==> src/rtl/dumbrv_fetch_if.sv <==
`default_nettype none
// ============================================================================
//  Module      : dumbrv_fetch_if
//  Description : Core-side instruction/redirect bus and byte-reader bus for
//                the dumbrv instruction fetch front-end.
//  Revision    : 1.0
// ============================================================================
interface dumbrv_fetch_if;
    logic        redirect_i;
    logic [15:0] redirect_pc_i;
    logic        instr_valid_o;
    logic [31:0] instr_o;
    logic [15:0] instr_pc_o;
    logic        instr_ready_i;
    logic        mem_valid_o;
    logic [15:0] mem_addr_o;
    logic        mem_done_i;
    logic [7:0]  mem_data_i;

    // master: the fetch unit itself
    modport master (
        input  redirect_i, redirect_pc_i, instr_ready_i, mem_done_i, mem_data_i,
        output instr_valid_o, instr_o, instr_pc_o, mem_valid_o, mem_addr_o
    );

    // slave: the core and the SPI byte reader surrounding the fetch unit
    modport slave (
        output redirect_i, redirect_pc_i, instr_ready_i, mem_done_i, mem_data_i,
        input  instr_valid_o, instr_o, instr_pc_o, mem_valid_o, mem_addr_o
    );
endinterface
`default_nettype wire

==> src/rtl/dumbrv_fetch.sv <==
`default_nettype none
// ============================================================================
//  Module      : dumbrv_fetch
//  Description : Byte-serial instruction fetch; assembles 4 little-endian
//                bytes per instruction and prefetches while the core stalls.
//  Revision    : 1.0
// ============================================================================
module dumbrv_fetch #(
    parameter logic [15:0] RESET_PC = 16'h0000
) (
    input  wire logic          clk,
    input  wire logic          rst_n,
    dumbrv_fetch_if.master     bus
);

    typedef enum logic [1:0] {
        ST_GAP  = 2'd0,
        ST_REQ  = 2'd1,
        ST_HOLD = 2'd2
    } state_t;

    state_t      r_state;
    logic [1:0]  r_idx;
    logic [15:0] r_fetch_pc;
    logic [31:0] r_asm;

    logic [15:0] w_byte_addr;
    logic [15:0] w_next_pc;
    logic        w_slot_free;

    assign w_byte_addr = r_fetch_pc + {14'd0, r_idx};
    assign w_next_pc   = r_fetch_pc + 16'd4;
    assign w_slot_free = !bus.instr_valid_o || bus.instr_ready_i;

    always_ff @(posedge clk or negedge rst_n) begin
        if (!rst_n) begin
            r_state           <= ST_GAP;
            r_idx             <= 2'd0;
            r_fetch_pc        <= RESET_PC;
            r_asm             <= 32'd0;
            bus.instr_valid_o <= 1'b0;
            bus.instr_o       <= 32'd0;
            bus.instr_pc_o    <= 16'd0;
            bus.mem_valid_o   <= 1'b0;
            bus.mem_addr_o    <= RESET_PC;
        end else if (bus.redirect_i) begin
            // Dropping mem_valid_o aborts the reader; GAP guarantees the low cycle.
            r_state           <= ST_GAP;
            r_idx             <= 2'd0;
            r_fetch_pc        <= bus.redirect_pc_i;
            bus.mem_valid_o   <= 1'b0;
            bus.instr_valid_o <= 1'b0;
        end else begin
            if (bus.instr_valid_o && bus.instr_ready_i) begin
                bus.instr_valid_o <= 1'b0;
            end

            case (r_state)
                ST_GAP: begin
                    bus.mem_valid_o <= 1'b1;
                    bus.mem_addr_o  <= w_byte_addr;
                    r_state         <= ST_REQ;
                end

                ST_REQ: begin
                    if (bus.mem_done_i) begin
                        r_asm[{r_idx, 3'b000} +: 8] <= bus.mem_data_i;
                        bus.mem_valid_o             <= 1'b0;
                        if (r_idx != 2'd3) begin
                            r_idx   <= r_idx + 2'd1;
                            r_state <= ST_GAP;
                        end else if (w_slot_free) begin
                            bus.instr_valid_o <= 1'b1;
                            bus.instr_o       <= {bus.mem_data_i, r_asm[23:0]};
                            bus.instr_pc_o    <= r_fetch_pc;
                            r_fetch_pc        <= w_next_pc;
                            r_idx             <= 2'd0;
                            r_state           <= ST_GAP;
                        end else begin
                            r_state <= ST_HOLD;
                        end
                    end
                end

                ST_HOLD: begin
                    // mem_valid_o has been low since entry, so the next request
                    // can start on the same edge the held instruction moves out.
                    if (bus.instr_ready_i) begin
                        bus.instr_valid_o <= 1'b1;
                        bus.instr_o       <= r_asm;
                        bus.instr_pc_o    <= r_fetch_pc;
                        r_fetch_pc        <= w_next_pc;
                        r_idx             <= 2'd0;
                        bus.mem_valid_o   <= 1'b1;
                        bus.mem_addr_o    <= w_next_pc;
                        r_state           <= ST_REQ;
                    end
                end

                default: begin
                    bus.mem_valid_o <= 1'b0;
                    r_state         <= ST_GAP;
                end
            endcase
        end
    end

endmodule
`default_nettype wire
==> src/flat_wrapper.sv <==
// flat-port wrapper written by rule: the top's interface ports become plain ports
module dumbrv_fetch_flat 
#(
    parameter logic [15:0] RESET_PC = 16'h0000
)
  (clk, rst_n, bus_redirect_i, bus_redirect_pc_i, bus_instr_ready_i, bus_mem_done_i, bus_mem_data_i, bus_instr_valid_o, bus_instr_o, bus_instr_pc_o, bus_mem_valid_o, bus_mem_addr_o);
  dumbrv_fetch_if bus_i ();
  input  wire logic clk;
  input  wire logic rst_n;
  input wire logic [$bits(bus_i.redirect_i)-1:0] bus_redirect_i;
  input wire logic [$bits(bus_i.redirect_pc_i)-1:0] bus_redirect_pc_i;
  input wire logic [$bits(bus_i.instr_ready_i)-1:0] bus_instr_ready_i;
  input wire logic [$bits(bus_i.mem_done_i)-1:0] bus_mem_done_i;
  input wire logic [$bits(bus_i.mem_data_i)-1:0] bus_mem_data_i;
  output wire logic [$bits(bus_i.instr_valid_o)-1:0] bus_instr_valid_o;
  output wire logic [$bits(bus_i.instr_o)-1:0] bus_instr_o;
  output wire logic [$bits(bus_i.instr_pc_o)-1:0] bus_instr_pc_o;
  output wire logic [$bits(bus_i.mem_valid_o)-1:0] bus_mem_valid_o;
  output wire logic [$bits(bus_i.mem_addr_o)-1:0] bus_mem_addr_o;
  assign bus_i.redirect_i = bus_redirect_i;
  assign bus_i.redirect_pc_i = bus_redirect_pc_i;
  assign bus_i.instr_ready_i = bus_instr_ready_i;
  assign bus_i.mem_done_i = bus_mem_done_i;
  assign bus_i.mem_data_i = bus_mem_data_i;
  assign bus_instr_valid_o = bus_i.instr_valid_o;
  assign bus_instr_o = bus_i.instr_o;
  assign bus_instr_pc_o = bus_i.instr_pc_o;
  assign bus_mem_valid_o = bus_i.mem_valid_o;
  assign bus_mem_addr_o = bus_i.mem_addr_o;
  dumbrv_fetch #(.RESET_PC(RESET_PC)) u_core (.clk(clk), .rst_n(rst_n), .bus(bus_i));
endmodule
==> config.mk <==
export PLATFORM = sky130hd
export DESIGN_NAME = dumbrv_fetch_flat
export DESIGN_NICKNAME = d
export VERILOG_FILES = /design/src/rtl/dumbrv_fetch_if.sv /design/src/rtl/dumbrv_fetch.sv /design/src/flat_wrapper.sv
export SDC_FILE = /design/constraint.sdc
export NUM_CORES = 1
export LEC_CHECK = 0
export ABC_CLOCK_PERIOD_IN_PS = 2800
export CELL_PAD_IN_SITES_DETAIL_PLACEMENT = 0
export CELL_PAD_IN_SITES_GLOBAL_PLACEMENT = 2
export CORE_MARGIN = 2
export CORE_UTILIZATION = 34
export CTS_CLUSTER_SIZE = 16
export DETAILED_ROUTE_END_ITERATION = 16
export PLACE_DENSITY = 0.88
export SETUP_SLACK_MARGIN = 0.2
export SLEW_MARGIN = 10
export SYNTH_ARGS = -nofsm -noshare
export SYNTH_HDL_FRONTEND = slang
export SYNTH_SLANG_ARGS = --single-unit
==> constraint.sdc <==
create_clock -name clk -period 2.8 [get_ports clk]
set_clock_uncertainty 0.05 [all_clocks]
set_input_delay 0.28 -clock clk [delete_from_list [all_inputs] [get_ports clk]]
set_output_delay 0.28 -clock clk [all_outputs]
set_load 0.01 [all_outputs]
==> results of run 1 <==
==> final cells by class <==
class / instances / area (um2)
tap: 216 / 270.3
clock inverter: 9 / 101.3
timing repair buffer: 112 / 1101
inverter: 11 / 41.29
fill: 1467 / 8553
multi-input combinational: 365 / 2333
clock buffer: 22 / 474.2
sequential: 118 / 2953
==> kinds of logic (layout without fill, tap and decap cells) <==
| kind of cell | Yosys count | count (layout) | synth area share |
|---|---|---|---|
| mux | 50 | 50 | 0.1068 |
| xor+xnor | 12 | 12 | 0.01913 |
| fa+ha+maj | 13 | 13 | 0.03096 |
| flops | 118 | 118 | 0.5373 |
| simple gates | 179 | 179 | 0.1541 |
| buf+inv | 41 | 154 | 0.03802 |
| compound gates | 111 | 111 | 0.1136 |
==> routing by layer <==
metal	part of all wire	track usage	wire length, um
met2	0.47	0.2480	6347
met3	0.035	0.03819	478
met1	0.49	0.2280	6616
met5	0	0	0
met4	0.013	0.05676	175
==> registers in the layout, summed over array words and instances, names as in the netlist <==
name,cells
u_core.bus.mem_valid_o,1
u_core.bus.instr_valid_o,1
u_core.r_fetch_pc,16
u_core.bus.instr_pc_o,16
u_core.bus.instr_o,32
u_core.r_asm,32
u_core.r_state,2
u_core.bus.mem_addr_o,16
u_core.r_idx,2
==> final timing paths <==
path	from	to	slack [ns]	cells after the start
setup / recovery	u_core.r_state[1]	u_core.bus.instr_o[23]	0.39	8
hold / removal	bus_redirect_pc_i[7]	u_core.r_fetch_pc[7]	0.40	3
setup reg to reg	u_core.r_state[1]	u_core.bus.instr_o[23]	0.39	8
hold reg to reg	u_core.r_asm[31]	u_core.r_asm[31]	0.43	2
max in group asynchronous	rst_n	u_core.bus.instr_o[21]	1.46	3
min in group asynchronous	rst_n	u_core.bus.instr_pc_o[3]	0.42	2
==> report_power, final <==
part           internal, W  switching (W)
clock network      0.00137       0.000739
registers          0.00182      0.0000920
logic             0.000227       0.000246
==> stage by stage <==
step	setup slack (ns)	hold slack, ns	cells
2_1_floorplan	0.8276	-0.06559	524
3_3_place_gp	0.3984	0.3379	821
3_5_place_dp	0.3225	0.3477	821
4_1_cts	0.4004	0.3834	853
5_1_grt	0.2432	0.4134	853
6_report	0.3858	0.3969	853
==> worst reg2reg max path, delay by kind of cell, from the launching register on <==
family          cells  cell delay [ns]
fa+ha+maj           1             0.30
buf+inv             3             0.64
flops               1             0.41
mux                 1             0.39
compound gates      1             0.25
simple gates        2             0.26
==> layout by cell type, fill, tap and decap left out, types with 2 or more instances in the layout <==
cell type	count
clkbuf_8	3
xor2_1	4
mux2_2	29
nor2_1	15
nand2b_1	6
mux2i_1	11
and4_1	2
o31ai_1	7
mux2_4	10
a31oi_1	9
bufinv_16	2
buf_4	16
ha_1	12
or3_1	4
or4_1	10
nor4_1	2
o21ai_0	76
nand2_1	101
nor3_1	6
or2_1	2
inv_1	11
clkbuf_1	2
clkbuf_16	17
and3_1	3
clkdlybuf4s50_1	93
nand4_1	6
a21oi_1	6
nor3b_1	4
o211ai_1	5
dfrtp_1	118
nand3_1	11
xnor2_1	8
clkinv_2	5
buf_12	2
==> impl_metrics.csv, run 1 <==
group,metric,value,unit
run_status,status,"finished clean",
clock_tree,cts_buffers,17,
global_route,grt_pass1_wl,22410,um
clock_tree,clock_sinks,118,
logic_synthesis,yosys-top-cells-area,"dfrtp_1 54%, o21ai_0 6.9%, nand2_1 6.9%",
timing,slew_violations,0,
power,power_density,617.0,nW/um2
timing,clock.fmax,0.4142,GHz
floorplanning,coreArea,15830,um2
clock_tree,clk_pin_slew,0.05,ns
logic_synthesis,synthDistinctLibCells,48,
place,hpwl,9789,um
logic_synthesis,synth_most_common_cell,"dfrtp_1",
logic_synthesis,syn-cell-area,5495,um2
place,postPlaceCellArea,6689,um2
place,io_buffers,94,
drt,postRouteAntennaNets,0,
global_route,track_usage,0.1627,
timing,post-route-period-util,0.8622,
logic_synthesis,synth.avg_cell_area,10.49,um2
floorplanning,dieArea,17200,um2
final_layout,fin_util,0.4596,
timing,fin_crit,2.414,ns
logic_synthesis,postSynthCellCount,524,
critical_path,crit_chain,"inv_1 -> ha_1 -> nand3_2 -> o22a_1 -> buf_4 -> nor2_4 -> buf_4 -> mux2_2",
floorplanning,rows,46,
logic_synthesis,synth_flop_cell,"dfrtp_1",
timing,finalSetupTns,0,ns
flow_run,cap_violations,0,
logic_synthesis,ys_seq_area_frac,0.5373,
drt,wire_per_inst,15.96,um
clock_tree,clockRootBuffer,"clkbuf_16",
clock_tree,clk_path_buf_depth,2,
final_layout,drive_gt1_frac,0.1381,
critical_path,startpoint_type,"flip-flop",
clock_tree,cts_tree,"done",
critical_path,crit_path_end_kind,"flip-flop",
final_layout,stdcell_area,7274,um2
critical_path,worstPathMaxFanout,27,
floorplanning,die_w,131.1,um
floorplanning,die-height,131.1,um
critical_path,max_stage_delay,0.41,ns
logic_synthesis,synth_top_cell_by_area,"dfrtp_1",
final_layout,diodes,0,
timing,final-setup-viol-count,0,
timing,slew_headroom,0.5046,
drt,drt_iter0_markers,295,
critical_path,critPathKind,"reg -> reg",
clock_tree,clock_latency,0.41,ns
clock_tree,post_cts_buffers,0,
logic_synthesis,yosys-top-cells-count,"118 x dfrtp_1, 101 x nand2_1, 76 x o21ai_0",
global_route,gr-total-overflow,0,
floorplanning,ios,95,
drt,drc_errors,0,
timing,rsz0062_at_grt,"no",
power,ir_drop,0.4174,mV
timing,timing_worst_slew_pin_value,0.7431,ns
timing,hold_viol,0,
clock_tree,cts-resized-gates,0,
logic_synthesis,syn_nets,566,
floorplanning,initial_core_util,0.3472,
global_route,antenna_found_initial,0,
global_route,grt_start_max_net_pins,63,
power,power,0.004488,W
clock_tree,cts_hold_buffers,1,
logic_synthesis,synth_warnings,0,
global_route,grt_pass1_vias,4266,
clock_tree,htreeDepth,4,
place,gp_congestion,0.8073,
critical_path,path_delay_family,"buffers and inverters",
final_layout,syn2layout_area_growth,32.38,%
final_layout,fin_nets,667,
worst_hold_path,hold_path_class,"in -> reg",
logic_synthesis,ys_ff_latch,118,
drt,vias,4162,
power,p_leak,3.134,nW
critical_path,cp_data_arrival_time,2.65,ns
logic_synthesis,synthArstFlopShare,1.000,
logic_synthesis,synth_edf_count,0,
logic_synthesis,synth.top_cell.area_share,0.5373,
drt,routed_wl,13620,um
critical_path,critical_path.most_common_cell,"buf_4",
critical_path,crit_slowest_cell,"dfrtp_1",
drt,drtPass1Iterations,4,
critical_path,crit_required,3.04,ns
critical_path,path_buf_inv,3,
drt,avgViaCountPerCell,4.879,
(Power assumes the default switching activity.)
==> inputs of run 2 (changes only) <==
ABC_CLOCK_PERIOD_IN_PS = 3000   (was 2800)
CORE_UTILIZATION = 36   (was 34)
PLACE_DENSITY = 0.92   (was 0.88)
clock period = 3 ns   (was 2.8 ns; I/O delays follow)
==> run 2 against run 1 <==
- power decreased by 3.8%
- cell area fell by 0.64%
- sequential power fell by 7%
- highest routed layer unchanged
- combinational power is 8.2% lower
- first-iteration DRC count grew 36%
- hold slack improved by 0.013 ns
- register-to-register slack improved by 0.18 ns
- non-clock buffer count decreased by 5
- die area down 5.4%
- utilization up 2.1 points
==> impl_metrics.csv, run 2 (synthesis results as in run 1) <==
group,metric,value,unit
clock_tree,clk_pin_slew,0.06,ns
timing,timing_worst_slew_pin_value,1.075,ns
drt,postRouteAntennaNets,0,
floorplanning,coreArea,15030,um2
critical_path,path_depth,6,
final_layout,diodes,0,
drt,avgViaCountPerCell,5.118,
drt,wl_met3,491,um
critical_path,r2r_setup_slack,0.57,ns
place,gp_congestion,0.8563,
drt,routed.top_layer,"met4",
critical_path,reg2regPathDepth,6,
place,io_buffers,94,
power,p_switching,0.001082,W
critical_path,crit_slowest_cell,"or2_1",
floorplanning,initial_core_util,0.3655,
worst_hold_path,hold_path_class,"in -> reg",
final_layout,biggestRegsByFlops,"u_core.bus.instr_o x32, u_core.r_asm x32",
final_layout,syn2layout_area_growth,31.53,%
critical_path,crit_start,"u_core.r_state[0]",
critical_path,path_buf_inv,1,
critical_path,crit_chain,"inv_1 -> ha_1 -> o21ba_1 -> o22a_1 -> or2_1 -> mux2_2",
timing,finalSetupTns,0,ns
timing,final-setup-viol-count,0,
timing,post-route-period-util,0.8102,
timing,slew_headroom,0.2832,
timing,slew_violations,0,
critical_path,critPathKind,"reg -> reg",
floorplanning,ios,95,
clock_tree,clock_latency,0.41,ns
drt,wire_per_inst,16.43,um
critical_path,startpoint_type,"flip-flop",
clock_tree,post_cts_buffers,0,
place,postPlaceCellArea,6604,um2
drt,drt_iter0_markers,401,
clock_tree,cts_tree,"done",
drt,met2_length,6383,um
drt,vias,4202,
final_layout,drive_gt1_frac,0.1359,
timing,fin_crit,2.431,ns
clock_tree,clockRootBuffer,"clkbuf_16",
power,ir_drop,0.3954,mV
final_layout,stdcell_area,7228,um2
power,pwr-share-clk,0.486,
drt,routed_wl,13490,um
clock_tree,clock_sinks,118,
critical_path,cp_data_arrival_time,2.67,ns
clock_tree,cts_buffers,17,
timing,hold_viol,0,
power,power_density,597.2,nW/um2
timing,clock.fmax,0.4114,GHz
power,p_comb_frac,0.101,
floorplanning,die-height,127.6,um
final_layout,fin_nets,662,
global_route,grt_pass1_vias,4213,
clock_tree,htreeDepth,4,
global_route,antenna_found_initial,0,
power,intPower,0.003235,W
floorplanning,dieArea,16270,um2
global_route,grt_start_max_net_pins,65,
power,switching_share,0.2506,
final_layout,mostFrequentLayoutCells,"118 x dfrtp_1, 101 x nand2_1, 93 x clkdlybuf4s50_1",
floorplanning,rows,45,
clock_tree,clk_path_buf_depth,2,
floorplanning,die_w,127.6,um
critical_path,timing.rr.start,"u_core.r_state[0]",
timing,rsz0062_at_grt,"no",
critical_path,crit_path_end_kind,"flip-flop",
critical_path,worstPathMaxFanout,16,
global_route,grt_pass1_wl,21900,um
critical_path,worst_r2r_endpoint,"u_core.bus.instr_pc_o[0]",
global_route,track_usage,0.1726,
final_layout,final_common_cell,"dfrtp_1",
flow_run,cap_violations,0,
place,hpwl,9265,um
drt,drt-met1-wl,6417,um
critical_path,worstSetupEndpoint,"u_core.bus.instr_pc_o[0]",
critical_path,max_stage_delay,0.82,ns
power,p_leak,3.111,nW
critical_path,crit_required,3.24,ns
run_status,status,"finished clean",
drt,drc_errors,0,
global_route,gr-total-overflow,0,
critical_path,path_delay_family,"simple AND/OR/NAND/NOR gates",
drt,drtPass1Iterations,5,
power,p_seq_frac,0.413,
run 2: power groups by stage:
stage / clock network, W / logic, W / registers [W]
after global routing: 0.00219 / 0.000486 / 0.00180
final: 0.00210 / 0.000434 / 0.00178
after global placement: 0 / 0.000426 / 0.00181
after floorplan: 0 / 0.000195 / 0.00180
after detailed placement: 0 / 0.000436 / 0.00181
after CTS: 0.00212 / 0.000440 / 0.00178
run 2: worst min-delay path by stage:
stage          slack (ns)  depth (start not counted)             startpoint                    end
6_report             0.41                          3   bus_redirect_pc_i[2]   u_core.r_fetch_pc[2]
5_1_grt              0.42                          3   bus_redirect_pc_i[2]   u_core.r_fetch_pc[2]
4_1_cts              0.40                          3  bus_redirect_pc_i[12]  u_core.r_fetch_pc[12]
3_5_place_dp         0.35                          1                  rst_n      u_core.r_state[1]
3_3_place_gp         0.33                          1                  rst_n      u_core.r_state[1]
2_1_floorplan       -0.05                          0                  rst_n  u_core.bus.instr_o[0]
run 2: area by class of cell:
type / instances / area, um2
fillers: 1382 / 7805
flip-flops and latches: 118 / 2953
multi-input cells: 365 / 2333
repair buffers: 107 / 1051
clock buffers: 18 / 439.2
well taps: 188 / 235.2
clock inverters: 14 / 175.2
inverters: 11 / 41.29
run 2: worst register-to-register path, stage by stage, from the launching register on:
cell and delay [ns]:
dfrtp_1 0.41, inv_1 0.09, ha_1 0.23, o21ba_1 0.15
o22a_1 0.14, or2_1 0.82, mux2_2 0.42
run 2: per-stage QoR:
| stage | power [W] | cells | utilization | setup WS (ns) | hold WS, ns |
|---|---|---|---|---|---|
| floorplan | 0.001991 | 524 | - | 1.028 | -0.04559 |
| detailed placement | 0.002248 | 788 | 0.4393 | 0.3752 | 0.3467 |
| global route | 0.004475 | 821 | 0.4808 | 0.2977 | 0.4173 |
| finish | 0.004317 | 821 | 0.4808 | 0.5693 | 0.4104 |
| global placement | 0.002233 | 788 | 0.4393 | 0.4504 | 0.3343 |
| CTS | 0.004346 | 821 | 0.4808 | 0.5679 | 0.4005 |
run 2: per-layer routing:
layer | track usage | vias up
li1 | - | 2026
met1 | 0.2363 | 2057
met2 | 0.2743 | 104
met3 | 0.03727 | 15
met4 | 0.05688 | 0
met5 | 0 | -
run 2: timing repair:
item,CTS,global route
gates resized for setup,0,0
hold endpoints to repair,54,0
hold buffers,1,0
